[src/rtl/btb_pkg.sv]
// Shared types, constants and address-split helpers for the branch target buffer.
package btb_pkg;

    localparam int BTB_DATA_W  = 64;
    localparam int BTB_ENTRIES = 16;
    localparam int BTB_TAG_W   = 12;
    localparam int BTB_CTR_W   = 2;
    localparam int BTB_PERF_W  = 32;

    // Helpers work on a fixed-width PC and return fixed-width results.
    // Callers size-cast the result down to their own widths.
    localparam int PC_MAX_W  = 64;
    localparam int IDX_MAX_W = 8;

    // Architectural entry in the default build. The top re-declares the
    // entry at its own parameter widths.
    typedef struct packed {
        logic                  valid;
        logic [BTB_TAG_W-1:0]  tag;
        logic [BTB_DATA_W-1:0] target;
        logic [BTB_CTR_W-1:0]  ctr;
    } btb_entry_t;

    // Allocation value: MSB set, all other bits clear (weakly taken).
    function automatic logic [3:0] ctr_weak_taken(input int ctr_w);
        return 4'(1 << (ctr_w - 1));
    endfunction

    // Upper saturation value of a direction counter.
    function automatic logic [3:0] ctr_sat_max(input int ctr_w);
        return 4'((1 << ctr_w) - 1);
    endfunction

    // Index is pc[idx_w+1:2]; the byte offset bits are ignored.
    function automatic logic [IDX_MAX_W-1:0] pc_index(input logic [PC_MAX_W-1:0] pc,
                                                      input int idx_w);
        logic [PC_MAX_W-1:0] mask;
        mask = (PC_MAX_W'(1) << idx_w) - PC_MAX_W'(1);
        return IDX_MAX_W'((pc >> 2) & mask);
    endfunction

    // Partial tag is the tag_w bits directly above the index.
    function automatic logic [PC_MAX_W-1:0] pc_tag(input logic [PC_MAX_W-1:0] pc,
                                                   input int idx_w,
                                                   input int tag_w);
        logic [PC_MAX_W-1:0] mask;
        mask = (tag_w >= PC_MAX_W) ? '1 : (PC_MAX_W'(1) << tag_w) - PC_MAX_W'(1);
        return (pc >> (idx_w + 2)) & mask;
    endfunction

endpackage

[src/rtl/sat_counter.sv]
// Up/down counter that saturates at both ends, with a synchronous load.
module sat_counter #(
    parameter int W = 2
) (
    input  logic         clk,
    input  logic         reset,
    input  logic         inc,
    input  logic         dec,
    input  logic         load,
    input  logic [W-1:0] load_val,
    output logic [W-1:0] value
);

    // Load wins over counting; inc and dec together cancel out.
    always_ff @(posedge clk) begin
        if (reset) begin
            value <= '0;
        end else if (load) begin
            value <= load_val;
        end else if (inc && !dec && (value != '1)) begin
            value <= value + 1'b1;
        end else if (dec && !inc && (value != '0)) begin
            value <= value - 1'b1;
        end
    end

endmodule

[src/rtl/branch_target_buffer.sv]
// Direct-mapped branch target buffer: same-cycle lookup for the fetch PC,
// trained from ID-stage branch resolution, with saturating perf counters.
module branch_target_buffer
    import btb_pkg::*;
#(
    parameter int DATA_W  = BTB_DATA_W,
    parameter int ENTRIES = BTB_ENTRIES,
    parameter int TAG_W   = BTB_TAG_W,
    parameter int CTR_W   = BTB_CTR_W,
    parameter int PERF_W  = BTB_PERF_W
) (
    input  logic              clk,
    input  logic              reset,
    input  logic              enable,
    input  logic [DATA_W-1:0] if_pc,
    output logic              hit,
    output logic              predict_taken,
    output logic [DATA_W-1:0] predict_pc,
    input  logic              upd_valid,
    input  logic [DATA_W-1:0] upd_pc,
    input  logic [DATA_W-1:0] upd_target,
    input  logic              upd_taken,
    input  logic              upd_mispredict,
    input  logic              flush_all,
    output logic [PERF_W-1:0] perf_lookups,
    output logic [PERF_W-1:0] perf_mispredicts
);

    localparam int IDX_W = $clog2(ENTRIES);
    localparam logic [CTR_W-1:0] CTR_ALLOC = CTR_W'(ctr_weak_taken(CTR_W));

    // Direction counters live in sat_counter instances; the rest is here.
    typedef struct packed {
        logic              valid;
        logic [TAG_W-1:0]  tag;
        logic [DATA_W-1:0] target;
    } slot_t;

    slot_t            table_q [ENTRIES];
    logic [CTR_W-1:0] ctr_q   [ENTRIES];

    logic [IDX_W-1:0] rd_idx;
    logic [IDX_W-1:0] wr_idx;
    logic [TAG_W-1:0] rd_tag;
    logic [TAG_W-1:0] wr_tag;
    logic             upd_en;
    logic             upd_hit;
    logic             do_alloc;
    logic             do_train;

    assign rd_idx = IDX_W'(pc_index(PC_MAX_W'(if_pc), IDX_W));
    assign rd_tag = TAG_W'(pc_tag(PC_MAX_W'(if_pc), IDX_W, TAG_W));
    assign wr_idx = IDX_W'(pc_index(PC_MAX_W'(upd_pc), IDX_W));
    assign wr_tag = TAG_W'(pc_tag(PC_MAX_W'(upd_pc), IDX_W, TAG_W));

    // Lookup reads the registered table only, so a same-cycle update is not bypassed.
    assign hit           = table_q[rd_idx].valid && (table_q[rd_idx].tag == rd_tag);
    assign predict_taken = hit && ctr_q[rd_idx][CTR_W-1];
    assign predict_pc    = predict_taken ? table_q[rd_idx].target : '0;

    // flush_all suppresses any training in the same cycle.
    assign upd_en   = enable && upd_valid && !flush_all;
    assign upd_hit  = table_q[wr_idx].valid && (table_q[wr_idx].tag == wr_tag);
    assign do_alloc = upd_en && !upd_hit && upd_taken;
    assign do_train = upd_en && upd_hit;

    // Valid/tag/target storage: flush clears valid bits only, allocation
    // overwrites the whole slot, a taken hit refreshes the target.
    always_ff @(posedge clk) begin
        if (reset) begin
            for (int i = 0; i < ENTRIES; i++) begin
                table_q[i] <= '0;
            end
        end else if (enable) begin
            if (flush_all) begin
                for (int i = 0; i < ENTRIES; i++) begin
                    table_q[i].valid <= 1'b0;
                end
            end else if (do_alloc) begin
                table_q[wr_idx].valid  <= 1'b1;
                table_q[wr_idx].tag    <= wr_tag;
                table_q[wr_idx].target <= upd_target;
            end else if (do_train && upd_taken) begin
                table_q[wr_idx].target <= upd_target;
            end
        end
    end

    for (genvar g = 0; g < ENTRIES; g++) begin : g_ctr
        logic sel;
        assign sel = (wr_idx == IDX_W'(g));

        sat_counter #(.W(CTR_W)) u_ctr (
            .clk      (clk),
            .reset    (reset),
            .inc      (do_train && upd_taken && sel),
            .dec      (do_train && !upd_taken && sel),
            .load     (do_alloc && sel),
            .load_val (CTR_ALLOC),
            .value    (ctr_q[g])
        );
    end

    sat_counter #(.W(PERF_W)) u_perf_lookups (
        .clk      (clk),
        .reset    (reset),
        .inc      (enable),
        .dec      (1'b0),
        .load     (1'b0),
        .load_val ('0),
        .value    (perf_lookups)
    );

    sat_counter #(.W(PERF_W)) u_perf_mispredicts (
        .clk      (clk),
        .reset    (reset),
        .inc      (enable && upd_valid && upd_mispredict),
        .dec      (1'b0),
        .load     (1'b0),
        .load_val ('0),
        .value    (perf_mispredicts)
    );

endmodule

[config.mk]
export PLATFORM = sky130hd
export DESIGN_NAME = branch_target_buffer
export DESIGN_NICKNAME = d
export VERILOG_FILES = /design/src/rtl/btb_pkg.sv /design/src/rtl/sat_counter.sv /design/src/rtl/branch_target_buffer.sv
export SDC_FILE = /design/constraint.sdc
export NUM_CORES = 2
export LEC_CHECK = 0
export ABC_AREA = 1
export ABC_CLOCK_PERIOD_IN_PS = 5300
export CAP_MARGIN = 40
export CORE_ASPECT_RATIO = 0.5
export CORE_MARGIN = 2
export CORE_UTILIZATION = 30
export CTS_CLUSTER_DIAMETER = 150
export DETAILED_ROUTE_END_ITERATION = 10
export HOLD_SLACK_MARGIN = 0.05
export PLACE_DENSITY = 0.54
export SLEW_MARGIN = 25
export SYNTH_ARGS = -nofsm -noshare
export SYNTH_HDL_FRONTEND = slang
export SYNTH_SLANG_ARGS = --single-unit
[constraint.sdc]
create_clock -name clk -period 5.3 [get_ports clk]
set_input_delay 1.06 -clock clk [delete_from_list [all_inputs] [get_ports clk]]
set_output_delay 1.06 -clock clk [all_outputs]
set_load 0.03 [all_outputs]
### Yosys cells after proc, flatten, opt, wreduce, memory -nomap -nowiden

Memories as Yosys holds them, arrays and structs flattened.
Index checks and enable logic that the tools add are counted.

* add/subtract/negate cells: 34
* order comparisons: 1
* equal/unequal tests: 35
* mux-type cells: 89
* bitwise operators: 18
* reductions and logical operators: 226

Operators with widths (count)
* $mux W64: 2
* $logic_and A1 B1 Y1: 125
* $mux W2: 50
* $mux W77: 1
* $reduce_or A77 Y1: 1
* $add A32 B1 Y32 const B: 2
* $ne A32 B32 Y1 const B: 2
* $reduce_bool A2 Y1: 32
* $reduce_bool A3 Y1: 16
* $logic_not A1 Y1: 35
* $mux W1: 33
* $add A2 B1 Y2 const B: 16
* $eq A4 B4 Y1 const B: 8
* $ne A2 B2 Y1 const B: 16
* $reduce_or A2 Y1: 16
* $sub A2 B1 Y2 const B: 16
* $eq A12 B12 Y1: 2
* $or A1 B1 Y1: 17
* $eq A4 B3 Y1 const B: 4
* $bmux W2 S4: 1
* $eq A4 B2 Y1 const B: 2
* $ge A5 B5 Y1 const B: 1
* $not A4 Y5: 1
* $eq A4 B1 Y1 const B: 1
* other kinds (3): 3

* flip-flop bits (word level): 96
* RAM bits: 1232
* bits of input ports: 199
* output and inout bits: 130
* logic and storage cells: 438
* memories: 1

Memories
* table_q: depth 16, bits a word 77, rd ports 2, clocked after Yosys merged registers in 0, write ports 16, RTL line branch_target_buffer.sv:39 `slot_t table_q [ENTRIES];`

### Logic depth before layout (Yosys ltp)

An unclocked memory read counts as a cell.

* depth in word-level cells: 14
* depth in mapped cells: 25
* gate-level depth less buffers: 21

### By module

Synthesis repeated with hierarchy kept, for this count alone.

* cell total of the unflattened synthesis: 7840
* area, all modules: 68350.6 um^2

Modules (own cells, without submodules)
* branch_target_buffer: instances 1, cells each 5804, area each 57340.0 um^2, seq. area each 36835.3 um^2
* sat_counter at u_perf_lookups ...: instances 2, cells each 754, area each 4063.9 um^2, seq. area each 640.6 um^2
* sat_counter at g_ctr[0].u_ctr ...: instances 16, cells each 33, area each 180.2 um^2, seq. area each 40.0 um^2

### Least setup slack after synthesis

No wires, ideal clock.

* path type: input port to output port
* start: input port if_pc[2]
* end: output port predict_pc[54]
* arrival: 3.313 ns
* required time: 4.240 ns
* slack: 0.927 ns
* stages on the path: 17
* path buffers: 5
* cells stage by stage: buf_4 -> inv_2 -> buf_2 -> buf_2 -> nand2_1 -> o211ai_1 -> nand3_1 -> nand3_1 -> nand2_1 -> xor2_1 -> a221oi_1 -> nand2_1 -> nor2_1 -> nand4_1 -> buf_2 -> buf_2 -> nor2_1

* word-level cells in the longest chain between the ends: 6
* elaborated cells on any way between the ends: 9
* classes of those cells: eq/ne (1); mux (4); bitwise (1); reduce/logical (2); memory (1)

RTL lines
* from (decl): RTL line branch_target_buffer.sv:15 `input logic [DATA_W-1:0] if_pc,`
* parallel branches: the longest is 5 deep, another holds $mem_v2 Z16 W77
* $mux W64 (*): RTL line branch_target_buffer.sv:59 `assign predict_pc = predict_taken ? table_q[rd_idx].target : '0;`
* to (decl): RTL line branch_target_buffer.sv:18 `output logic [DATA_W-1:0] predict_pc,`

Mark *: on every way between the ends. The select of a mux whose other input is x is not followed.

### Worst setup path after layout

* start: input port if_pc[3]
* end: output port predict_pc[2]

Same word-level chain as after synthesis.

==> flow_metrics.env <==
export IMPL_synth_seq_area_share=0.625
export IMPL_wl_met1_mm=88.6
export IMPL_cp_endpoint="predict_pc[2]"
export IMPL_clk_pin_slew_worst_paths_ps=60
export IMPL_synth_distinct_cells=41
export IMPL_rsz0062_at_grt="no"
export IMPL_post_route_min_period_ps=5080
export IMPL_nets=6778
export IMPL_power_density_nw_per_um2=325
export IMPL_rr_worst_depth=16
export IMPL_netlist_area_um2=62000
export IMPL_cp_startpoint="if_pc[3]"
export IMPL_p_leak_nw=26.8
export IMPL_cts_root_buffer="clkbuf_16"
export IMPL_grt_first_pass_wirelength_mm=305
export IMPL_fin_skew_ps=33.3
export IMPL_htreeDepth=4
export IMPL_core_um2=204000
export IMPL_clk_latency_ps=790
export IMPL_ios=329
export IMPL_synth_area_leaders="edfxtp_1 59%, nor2_1 9.4%, nand2_1 7.9%, a21oi_1 4.8%, dfxtp_1 3.6%"
export IMPL_numPortBuffers=232
export IMPL_wl_per_cell_um=21.9
export IMPL_vias=48800
export IMPL_final_util=0.353
export IMPL_vdd_drop_max_uv=337
export IMPL_status="completed"
export IMPL_finalMaxSlewViolations=0
export IMPL_cp_arrival_ps=4020
export IMPL_drc_errors=0
export IMPL_finalHoldViolations=0
export IMPL_timing_rr_start="table_q[8][76]$_SDFFE_PP1P_"
export IMPL_ys_seq_elements=1328
export IMPL_hold_class="reg -> reg"
export IMPL_synth_xor_xnor_area_share=0.00155
export IMPL_antenna_found_initial=0
export IMPL_critPathLaunchType="input port"
export IMPL_cts_tree="built"
export IMPL_dr_wl_met3_mm=14.6
export IMPL_synthMuxAreaShare=0
export IMPL_dieHeight_um=325
export IMPL_placedCellCount=9174
export IMPL_place_ws_ps=256
export IMPL_grt_pass1_vias=46300
export IMPL_cts_sinks=1328
export IMPL_r2r_slack_ps=2190
export IMPL_highest_layer="met4"
export IMPL_drt_iter0_markers=4800
export IMPL_ys_warn_count=0
export IMPL_yosysTopAreaCellShare=0.589
export IMPL_reg2reg_to="table_q[15][66]$_SDFFCE_PN0P_"
export IMPL_met2_wirelength_mm=96.6
export IMPL_relSlewSlack=0.179
export IMPL_die_x_um=647
export IMPL_mostFrequentLayoutCells="1556 x nor2_1, 1281 x nand2_1, 1216 x edfxtp_1"
export IMPL_final_common_cell="nor2_1"
export IMPL_cts_buffer_depth=3
export IMPL_layout_setup_ws_ps=225
export IMPL_dieArea_um2=210000
export IMPL_worstPathMaxFanout=47
export IMPL_avgSynthCellArea_um2=9.43
export IMPL_fin_crit_sh=0.958
export IMPL_synthCells=6569
export IMPL_synth_top_family_by_area="simple AND/OR/NAND/NOR gates"
export IMPL_ant_nets=0
export IMPL_synth_edff_count=1216
export IMPL_gp_congestion=0.834
export IMPL_cts_setup_buffers=0
export IMPL_drive_gt1_frac=0.0702
export IMPL_grt_use_total=0.191
export IMPL_synth_simple_area_share=0.200
export IMPL_std_cell_rows=117
export IMPL_async_flop_share=0
export IMPL_grt_max_degree=170
export IMPL_start_util=0.303
export IMPL_drt_first_pass_iters=6
export IMPL_crit_type="in -> out"
export IMPL_cap_violations=0
export IMPL_max_freq_mhz=197
export IMPL_required_ps=4240
export IMPL_power_total_mw=23.5
export IMPL_dp_hpwl_mm=116
export IMPL_worst_pin_slew_ps=1230
export IMPL_layoutNonFillerInstCount=9417
export IMPL_synth_largest_area_cell="edfxtp_1"
export IMPL_viasPerCell=5.18
export IMPL_synth_fa_ha_area_frac=0.000404
export IMPL_setup_tns_final_ps=0
export IMPL_syn_nets=6770
export IMPL_setup_viol_count_final=0
export IMPL_grt_ovfl_total=0
export IMPL_wl_mm=206
export IMPL_synth_compound_area_frac=0.117
export IMPL_worst_setup_path_end_kind="primary output"
export IMPL_numCtsBuffers=134
export IMPL_antenna_cells=0
export IMPL_synth_ff_type="edfxtp_1"
export IMPL_area_growth_pct=16.5
[sequential cells by signal, summed over array words and instances (netlist names)]
register	cells
table_q	1232
g_ctr.u_ctr.value	32
u_perf_lookups.value	32
u_perf_mispredicts.value	32
[logic make-up (layout without fill, tap and decap cells)]
logic type	after synthesis	in the layout
flip-flops	1328	1328
buffers and inverters	858	969
AO/OA/AOI/OAI	1197	1197
AND/OR/NAND/NOR	3173	3173
XOR/XNOR	11	11
adder cells (fa/ha/maj)	2	2
[area by class of cell]
class                   count  area (µm²)
clock inverters            67         629
repair buffers            402        4540
inverters                 328        1280
flip-flops and latches   1328       38800
well taps                2737        3420
fillers                 20700      132000
multi-input cells        4383       19900
clock buffers             172        3590
[Yosys cell counts, types with 2 or more instances]
library cell / number
a31oi_1: 7
buf_1: 49
buf_2: 74
dfxtp_1: 112
xor2_1: 5
o211ai_1: 28
nand3_2: 2
buf_6: 17
nor3_1: 52
a221oi_1: 231
o221ai_1: 11
inv_1: 311
nor3b_1: 4
a32oi_1: 12
nand4_1: 33
o22ai_1: 9
edfxtp_1: 1216
nand2_2: 2
o21ai_0: 180
o21a_1: 7
a21oi_1: 594
o21ai_1: 46
nor2_2: 4
nor2_1: 1557
buf_4: 8
ha_1: 2
clkbuf_1: 382
a211oi_1: 4
o31ai_1: 64
xnor2_1: 6
nand3_1: 203
nor4_1: 7
inv_2: 5
o21bai_1: 2
clkinv_1: 12
nand2_1: 1306
[stage by stage]
| step | instance area [µm²] | hold WS, ps |
|---|---|---|
| global route | 72200 | 492 |
| CTS | 72100 | 473 |
| finish | 72200 | 471 |
| floorplan | 62000 | 443 |
| global placement | 67700 | 456 |
| detailed placement | 67900 | 465 |
[report_power, final]
| part | internal [mW] | leakage, nW | switching, mW |
|---|---|---|---|
| logic | 0.539 | 12.3 | 1.46 |
| registers | 11.9 | 12.4 | 0.142 |
| clock network | 5.17 | 2.04 | 4.25 |
| total | 17.6 | 26.8 | 5.86 |
[layer usage]
| layer | global-route usage | vias up |
|---|---|---|
| met2 | 0.311 | 1816 |
| met4 | 0.0617 | 0 |
| li1 | - | 22500 |
| met1 | 0.262 | 24200 |
| met5 | 0 | - |
| met3 | 0.0271 | 285 |
[worst min path at each step]
| stage | from | end | slack (ps) | cells past startpoint |
|---|---|---|---|---|
| floorplan | g_ctr[0].u_ctr.value[0]$_SDFFE_PP0P_ | g_ctr[0].u_ctr.value[0]$_SDFFE_PP0P_ | 440 | 1 |
| global placement | g_ctr[5].u_ctr.value[0]$_SDFFE_PP0P_ | g_ctr[5].u_ctr.value[0]$_SDFFE_PP0P_ | 460 | 1 |
| detailed placement | g_ctr[9].u_ctr.value[0]$_SDFFE_PP0P_ | g_ctr[9].u_ctr.value[0]$_SDFFE_PP0P_ | 460 | 1 |
| CTS | g_ctr[9].u_ctr.value[0]$_SDFFE_PP0P_ | g_ctr[9].u_ctr.value[0]$_SDFFE_PP0P_ | 470 | 1 |
| global route | g_ctr[9].u_ctr.value[0]$_SDFFE_PP0P_ | g_ctr[9].u_ctr.value[0]$_SDFFE_PP0P_ | 490 | 1 |
| finish | g_ctr[9].u_ctr.value[0]$_SDFFE_PP0P_ | g_ctr[9].u_ctr.value[0]$_SDFFE_PP0P_ | 470 | 1 |
[worst max-delay path, stage by stage]
cell	delay, ps
buf_8	170
inv_8	300
a21oi_1	60
o21ai_0	70
o21ai_0	140
o211ai_1	360
nand2_1	130
a221oi_1	270
nand2_1	140
nor2_1	300
nand4_1	230
buf_4	290
nor2_1	240
buf_12	160
[repair_timing]
item,in CTS,in global routing
resized for setup,0,1
hold buffers,0,0
setup endpoints to repair,0,3
(Power assumes the default switching activity.)
